$ cat src/rtl/uram_port_arbiter.sv
// Shares one simple-dual-port URAM bank between NUM_REQ requesters: independent
// round-robin read/write arbitration, tagged read-response routing, and a zero-fill sequencer.

module uram_rr_arb #(
   parameter int NUM_REQ = 4,
   parameter int PW      = $clog2(NUM_REQ)
) (
   input  logic               clock,
   input  logic               reset_n,
   input  logic               enable,
   input  logic [NUM_REQ-1:0] req,
   output logic [NUM_REQ-1:0] grant,
   output logic [PW-1:0]      grant_idx
);
   logic [PW-1:0] ptr;
   logic [PW:0]   pos;
   logic          found;

   // Walk the requesters starting at ptr, wrapping once; first hit wins.
   always_comb begin
      grant     = '0;
      grant_idx = '0;
      found     = 1'b0;
      pos       = '0;
      for (int k = 0; k < NUM_REQ; k++) begin
         pos = {1'b0, ptr} + (PW+1)'(k);
         if (pos >= (PW+1)'(NUM_REQ)) pos = pos - (PW+1)'(NUM_REQ);
         if (enable && !found && req[pos[PW-1:0]]) begin
            found                 = 1'b1;
            grant[pos[PW-1:0]]    = 1'b1;
            grant_idx             = pos[PW-1:0];
         end
      end
   end

   always_ff @(posedge clock or negedge reset_n) begin
      if (!reset_n)   ptr <= '0;
      else if (found) ptr <= (grant_idx == PW'(NUM_REQ-1)) ? '0 : grant_idx + 1'b1;
   end
endmodule

module uram_port_arbiter #(
   parameter int NUM_REQ       = 4,
   parameter int DATA_WIDTH    = 16,
   parameter int ADDRESS_WIDTH = 14,
   parameter int READ_LATENCY  = 2
) (
   input  logic                                     clock,
   input  logic                                     reset_n,
   input  logic [NUM_REQ-1:0]                       rd_req_valid,
   output logic [NUM_REQ-1:0]                       rd_req_ready,
   input  logic [NUM_REQ-1:0][ADDRESS_WIDTH-1:0]    rd_req_addr,
   output logic [NUM_REQ-1:0]                       rd_resp_valid,
   output logic [DATA_WIDTH-1:0]                    rd_resp_data,
   input  logic [NUM_REQ-1:0]                       wr_req_valid,
   output logic [NUM_REQ-1:0]                       wr_req_ready,
   input  logic [NUM_REQ-1:0][ADDRESS_WIDTH-1:0]    wr_req_addr,
   input  logic [NUM_REQ-1:0][DATA_WIDTH-1:0]       wr_req_data,
   input  logic                                     clear_start,
   output logic                                     busy,
   output logic [ADDRESS_WIDTH-1:0]                 mem_raddr,
   input  logic [DATA_WIDTH-1:0]                    mem_dout,
   output logic                                     mem_wen,
   output logic [ADDRESS_WIDTH-1:0]                 mem_waddr,
   output logic [DATA_WIDTH-1:0]                    mem_din
);
   localparam int PW = $clog2(NUM_REQ);

   typedef enum logic {CLEAR, RUN} state_t;

   state_t                                 state;
   logic                                   run;
   logic [ADDRESS_WIDTH-1:0]               clr_cnt;
   logic [ADDRESS_WIDTH-1:0]               raddr_q;
   logic [NUM_REQ-1:0]                     rd_gnt, wr_gnt;
   logic [PW-1:0]                          rd_idx, wr_idx;
   logic [READ_LATENCY-1:0][NUM_REQ-1:0]   tag_pipe;

   assign run = (state == RUN);

   uram_rr_arb #(.NUM_REQ(NUM_REQ)) u_rd_arb (
      .clock(clock), .reset_n(reset_n), .enable(run),
      .req(rd_req_valid), .grant(rd_gnt), .grant_idx(rd_idx)
   );

   uram_rr_arb #(.NUM_REQ(NUM_REQ)) u_wr_arb (
      .clock(clock), .reset_n(reset_n), .enable(run),
      .req(wr_req_valid), .grant(wr_gnt), .grant_idx(wr_idx)
   );

   assign rd_req_ready  = rd_gnt;
   assign wr_req_ready  = wr_gnt;
   assign busy          = !run;
   assign mem_raddr     = (|rd_gnt) ? rd_req_addr[rd_idx] : raddr_q;
   assign rd_resp_valid = tag_pipe[READ_LATENCY-1];
   assign rd_resp_data  = mem_dout;

   // While clearing, the write port belongs to the zero-fill sequencer.
   always_comb begin
      mem_wen   = 1'b1;
      mem_waddr = clr_cnt;
      mem_din   = '0;
      if (run) begin
         mem_wen   = |wr_gnt;
         mem_waddr = wr_req_addr[wr_idx];
         mem_din   = wr_req_data[wr_idx];
      end
   end

   always_ff @(posedge clock or negedge reset_n) begin
      if (!reset_n) begin
         state   <= CLEAR;
         clr_cnt <= '0;
      end else if (state == CLEAR) begin
         clr_cnt <= clr_cnt + 1'b1;
         if (&clr_cnt) state <= RUN;
      end else if (clear_start) begin
         state   <= CLEAR;
         clr_cnt <= '0;
      end
   end

   // One-hot tags track which requester owns the data emerging from the bank.
   always_ff @(posedge clock or negedge reset_n) begin
      if (!reset_n) begin
         tag_pipe <= '0;
         raddr_q  <= '0;
      end else begin
         tag_pipe[0] <= rd_gnt;
         for (int s = 1; s < READ_LATENCY; s++) tag_pipe[s] <= tag_pipe[s-1];
         raddr_q <= mem_raddr;
      end
   end
endmodule

$ cat config.mk
export PLATFORM = sky130hd
export DESIGN_NAME = uram_port_arbiter
export DESIGN_NICKNAME = d
export VERILOG_FILES = /design/src/rtl/uram_port_arbiter.sv
export SDC_FILE = /design/constraint.sdc
export NUM_CORES = 1
export LEC_CHECK = 0
export CAP_MARGIN = 10
export CORE_ASPECT_RATIO = 1.25
export CORE_MARGIN = 8
export CORE_UTILIZATION = 38
export CTS_BUF_LIST = sky130_fd_sc_hd__clkbuf_8
export DETAILED_ROUTE_END_ITERATION = 12
export PLACE_DENSITY = 0.84
export SYNTH_ARGS = -nofsm -noshare
export SYNTH_HDL_FRONTEND = slang
export SYNTH_SLANG_ARGS = --single-unit
$ cat constraint.sdc
create_clock -name clock -period 5.15 [get_ports clock]
set_clock_uncertainty 0.15 [all_clocks]
set_input_delay 0.515 -clock clock [delete_from_list [all_inputs] [get_ports clock]]
set_output_delay 0.515 -clock clock [all_outputs]
set_load 0.005 [all_outputs]
### Word-level counts from Yosys, hierarchy flattened

Cells that the tools add are included.

* equal/unequal tests: 3
* reduce and logical (&&, ||, !) cells: 32
* multiplexer cells: 81
* order comparisons: 26
* add/sub/neg operators: 17
* bitwise logic cells: 6

Operators by type and width (count)
* two-way mux 14 bit: 6
* binary-select mux 14 bit (select 2 bit): 2
* two-way mux 2 bit: 18
* binary-select mux 16 bit (select 2 bit): 1
* two-way mux 16 bit: 2
* two-way mux 4 bit: 8
* < comparator 2 x 3 -> 1 bit (second input constant): 10
* two-way mux 1 bit: 28
* bitwise OR 4 bit: 6
* logical AND 1 bit: 22
* >= comparator 3 bit (second input constant): 6
* binary-select mux 1 bit (select 2 bit): 8
* demux 1 bit (select 2 bit): 8
* >= comparator 2 x 1 -> 1 bit (second input constant): 8
* subtractor 2 x 1 -> 2 bit (second input constant): 8
* adder 14 x 1 -> 14 bit (second input constant): 1
* AND reduction 14 bit: 1
* adder 2 x 2 -> 3 bit (second input constant): 4
* OR reduction 4 bit: 2
* zero test 1 bit: 7
* adder 2 x 1 -> 3 bit (second input constant): 2
* >= comparator 2 x 3 -> 1 bit (second input constant): 2
* adder 2 x 1 -> 2 bit (second input constant): 2
* == test 2 bit (second input constant): 2
* inequality test 2 bit (second input constant): 1

* bits in registers: 41
* word-level logic and storage cells: 172
* input port bits: 203

### Logic depth before layout (Yosys ltp)

* word-level depth: 21
* gate-level depth with buffers: 12
* mapped depth without buffers: 9

### Hierarchy

From an unflattened synthesis, not the netlist that was laid out.

* cells, all modules: 367
* area, all modules: 4194.0 um2

By module, submodules not included
* uram_port_arbiter: area an instance 3006.6 um2, instances 1, seq. area each 925.9 um2, cells an instance 235
* uram_rr_arb at u_rd_arb: area an instance 606.8 um2, instances 1, seq. area each 50.0 um2, cells an instance 66
* uram_rr_arb at u_wr_arb: area an instance 580.6 um2, instances 1, seq. area each 50.0 um2, cells an instance 66

### Least setup slack after synthesis

OpenSTA, ideal clock, no wires.

* kind: register to output
* start: reg u_rd_arb.ptr[0]
* end: out mem_raddr[10]
* path slack: 1161 ps
* path buffers: 3
* cell stages (with the launch flop): 13
* arrival time: 3324 ps
* data required time: 4485 ps
* cells stage by stage: dfrtp_1 > buf_2 > inv_1 > ha_1 > mux4_2 > nor2b_1 > and2_1 > o31ai_1 > buf_2 > buf_4 > mux2i_1 > mux2i_1 > mux2_2

* cells in the longest elaborated chain, start to end: 21

Ends and longest elaborated chain
* from (decl): RTL line 15 `logic [PW-1:0] ptr;`
* from (signal assigned): RTL line 38 `else if (found) ptr <= (grant_idx == PW'(NUM_REQ-1)) ? '0 : grant_idx + 1'b1;`
* branches (longest 20 deep; another with adder 2 x 1 -> 3 bit)
* two-way mux 14 bit (*): RTL line 94 `assign mem_raddr = (|rd_gnt) ? rd_req_addr[rd_idx] : raddr_q;`
* to (decl): RTL line 61 `output logic [ADDRESS_WIDTH-1:0] mem_raddr,`

Mark *: on every way between the ends. The select of a mux whose other input is x is not followed.

### Worst setup path after layout

* start: reg u_rd_arb.ptr[1]
* end: out mem_raddr[0]

The elaborated chain is that of the path after synthesis.

==> out/summary.txt <==
Outcome -> completed
Clock transition at path regs -> 80 ps
Peak supply drop -> 0.2717 mV
Number of global-route vias before repair -> 4930
Power per cell area -> 346.7 nW/um2
Post-detail-place hpwl -> 13.75 mm
Net count after synthesis -> 689
H-tree depth -> 2
ANT cells -> 0
Final setup margin -> 262.9 ps
Yosys top cell area share -> 24.02%
Hold path depth -> 0
Post-Synthesis Cells -> 470
Initial DRC count -> 254
Placed Instance Area -> 6685 um2
Max Freq -> 204.6 MHz
Static Leakage -> 0.002870 uW
First-pass GRT wire length -> 26.16 mm
# nets final -> 899
Placer congestion estimate -> 0.9354
Register area -> 1028 um2
MaxCap Viol Count -> 0
CP Capture Type -> output port
Hold EP -> rd_resp_valid[1]
Largest net degree at the start of global routing -> 54
CTS Buf Count -> 5
Max-slew violations -> 0
Worst path arrival time -> 4220 ps
Design Area, Final -> 6774 um2
RR Endpoint -> raddr_q[0]
Syn Area/Cell -> 9.089 um2
Slew HR -> 35.65%
Clk sinks -> 41
Clk Tree Root Cell -> clkbuf_8
Worst reg-to-reg path cell count -> 10
Hold path start -> tag_pipe[1]
Setup bufs post-CTS -> 0
RSZ-0062 raised after global routing -> false
CP Data Required Time -> 4490 ps
Core area -> 11030 um2
Die width -> 110.8 um
Final Setup Violations -> 0
CTS tree -> done
Area grow syn2layout -> 58.58%
Die Ht -> 134.5 um
Multi-input logic area -> 2947 um2
Crit path kind -> flip-flop to output port
Num rows -> 43
Residual DRC count -> 0
Congestion Overflow GR -> 0
WL/cell -> 20.22 um
Mapped Area -> 4272 um2
Worst Tran Pin Value -> 965.2 ps
Worst-path maximum fanout -> 29
Hold buffers post-CTS -> 0
Startpoint types -> flip-flop
Post-route setup TNS -> 0 ps
YS warnings -> 0
HP Class -> flip-flop to flip-flop
Pwr Total -> 2348 uW
I/O pin cnt -> 277
Synth cell types -> 44
DIE AREA -> 14910 um2
Vias -> 4559
Antenna violations before repair -> 0
DR vias/cell -> 5.587
Post-DRT Antenna Nets -> 0
Port-buffer cells -> 244
Dpl ws -> 542.8 ps
Clk buf depth -> 2
Period utilization -> 94.90%
First-pass DRT Iterations -> 4
Number of fill cells -> 896
Largest cells by area after synthesis -> dfrtp_1, mux2i_1, mux2_2
Hold Vio Cnt, Final -> 0
Reg2Reg Setup Slack -> 1400 ps
Most area-hungry cell type in the Yosys netlist -> dfrtp_1
Drt total wl -> 16.50 mm
Worst R2R Start -> u_rd_arb.ptr[1]
Hold Slack -> 206.2 ps
Initial Utilization -> 38.73%
Layout cells sized above 1 -> 11.31%
Sequential fraction of the synthesis area -> 24.02%
Crit path time final -> 4887 ps
GR Util All Layers -> 21.28%
Yosys reg bits -> 41
Worst skew pair latency -> 290 ps
cell usage after synthesis (all sizes together):
cell	count
mux2i	76
dfrtp	41
nor2	41
buf	35
mux2	35
nand2	31
a211oi	29
a21oi	19
clkbuf	16
ha	16
a31o	12
o21ai	12
a22oi	11
o22ai	11
inv	8
nand3	8
xnor2	8
and3	7
mux4	6
xor2	6
nor2b	5
nor3	5
a221o	4
nand3b	4
nor4	4
o211ai	4
nand2b	3
o32ai	2
a21o	1
a221oi	1
and2	1
nor3b	1
o21bai	1
o22a	1
o2bb2ai	1
o31ai	1
o32a	1
o41ai	1
or4	1
where the power goes:
| part | switching [uW] | internal (uW) |
|---|---|---|
| Clock | 116 | 93.7 |
| Combinational | 769 | 851 |
| Sequential | 95.5 | 423 |
critical path: stages (launching register included):
cell and delay [ps]:
dfrtp_1 530, inv_1 210, ha_1 440, mux4_2 620, nor2b_1 200, and2_1 190, o31ai_4 160, buf_4 440
mux2i_1 270, mux2i_1 110, mux2_2 290, clkdlybuf4s50_1 450
sequential cells by signal, indices dropped and copies added, names as in the netlist:
name and flops:
rd_resp_valid 4, raddr_q 14, clr_cnt 14, run 1, u_wr_arb.ptr 2, tag_pipe 4, u_rd_arb.ptr 2
what timing repair did:
item / 4_1_cts / 5_1_grt
hold endpoints to repair: 0 / 0
setup endpoints to repair: 0 / 12
resized for setup: 0 / 1
metrics by stage:
step / std cells / utilization (%)
after floorplan: 470 / -
after global placement: 808 / 60.61
after detailed placement: 808 / 60.61
after CTS: 816 / 61.41
after global routing: 816 / 61.42
final: 816 / 61.42
logic make-up after synthesis:
group	Yosys count	share of synthesized area, %
mux	117	30.20
compound gates	112	18.45
simple gates	111	12.19
buf+inv	59	7.586
flops	41	24.02
fa+ha+maj	16	4.687
xor+xnor	14	2.871
worst max path at each step:
stage / start / end / slack [ps]
floorplan: u_rd_arb.ptr[0] / mem_raddr[10] / 1160
finish: u_rd_arb.ptr[1] / mem_raddr[0] / 260
global placement: rd_req_valid[3] / mem_raddr[8] / 660
CTS: u_wr_arb.ptr[0] / mem_waddr[2] / 180
detailed placement: rd_req_valid[3] / mem_raddr[3] / 540
global route: u_rd_arb.ptr[1] / mem_raddr[3] / 30
final cells by class:
class	count	area share [%]
well taps	135	2.494
multi-input cells	370	43.50
flip-flops and latches	41	15.18
clock inverters	3	0.2771
repair buffers	254	37.09
clock buffers	5	1.016
inverters	8	0.4433
per-layer routing:
metal,up-vias,routed length (um),part of all wire [%],GRT usage (%)
li1,2150,-,-,-
met1,2145,6055,37,21.93
met2,227,8331,50,38.59
met3,37,1678,10,8.478
met4,0,437,2.6,6.471
met5,-,0,0,0
layout by cell type (no fill, tap or decap), types with 3 or more instances in the layout:
master	netlist	layout
xor2_1	6	6
a221o_1	4	4
and3_1	7	7
mux2i_1	76	76
ha_1	16	16
o211ai_1	4	4
nand3b_1	4	4
o21ai_0	11	11
clkbuf_8	0	5
a22oi_1	11	11
xnor2_1	8	8
nor3_1	5	5
nand3_1	8	8
dfrtp_1	41	39
o22ai_1	11	11
nor2_1	41	41
nor4_1	3	3
nand2_1	31	31
mux4_2	6	6
inv_1	8	9
clkdlybuf4s50_1	0	243
nand2b_1	3	3
a31o_2	12	12
a211oi_1	29	29
buf_4	23	10
nor2b_1	5	5
mux2_2	35	35
a21oi_1	19	18
Power figures use the tool's default switching activity.
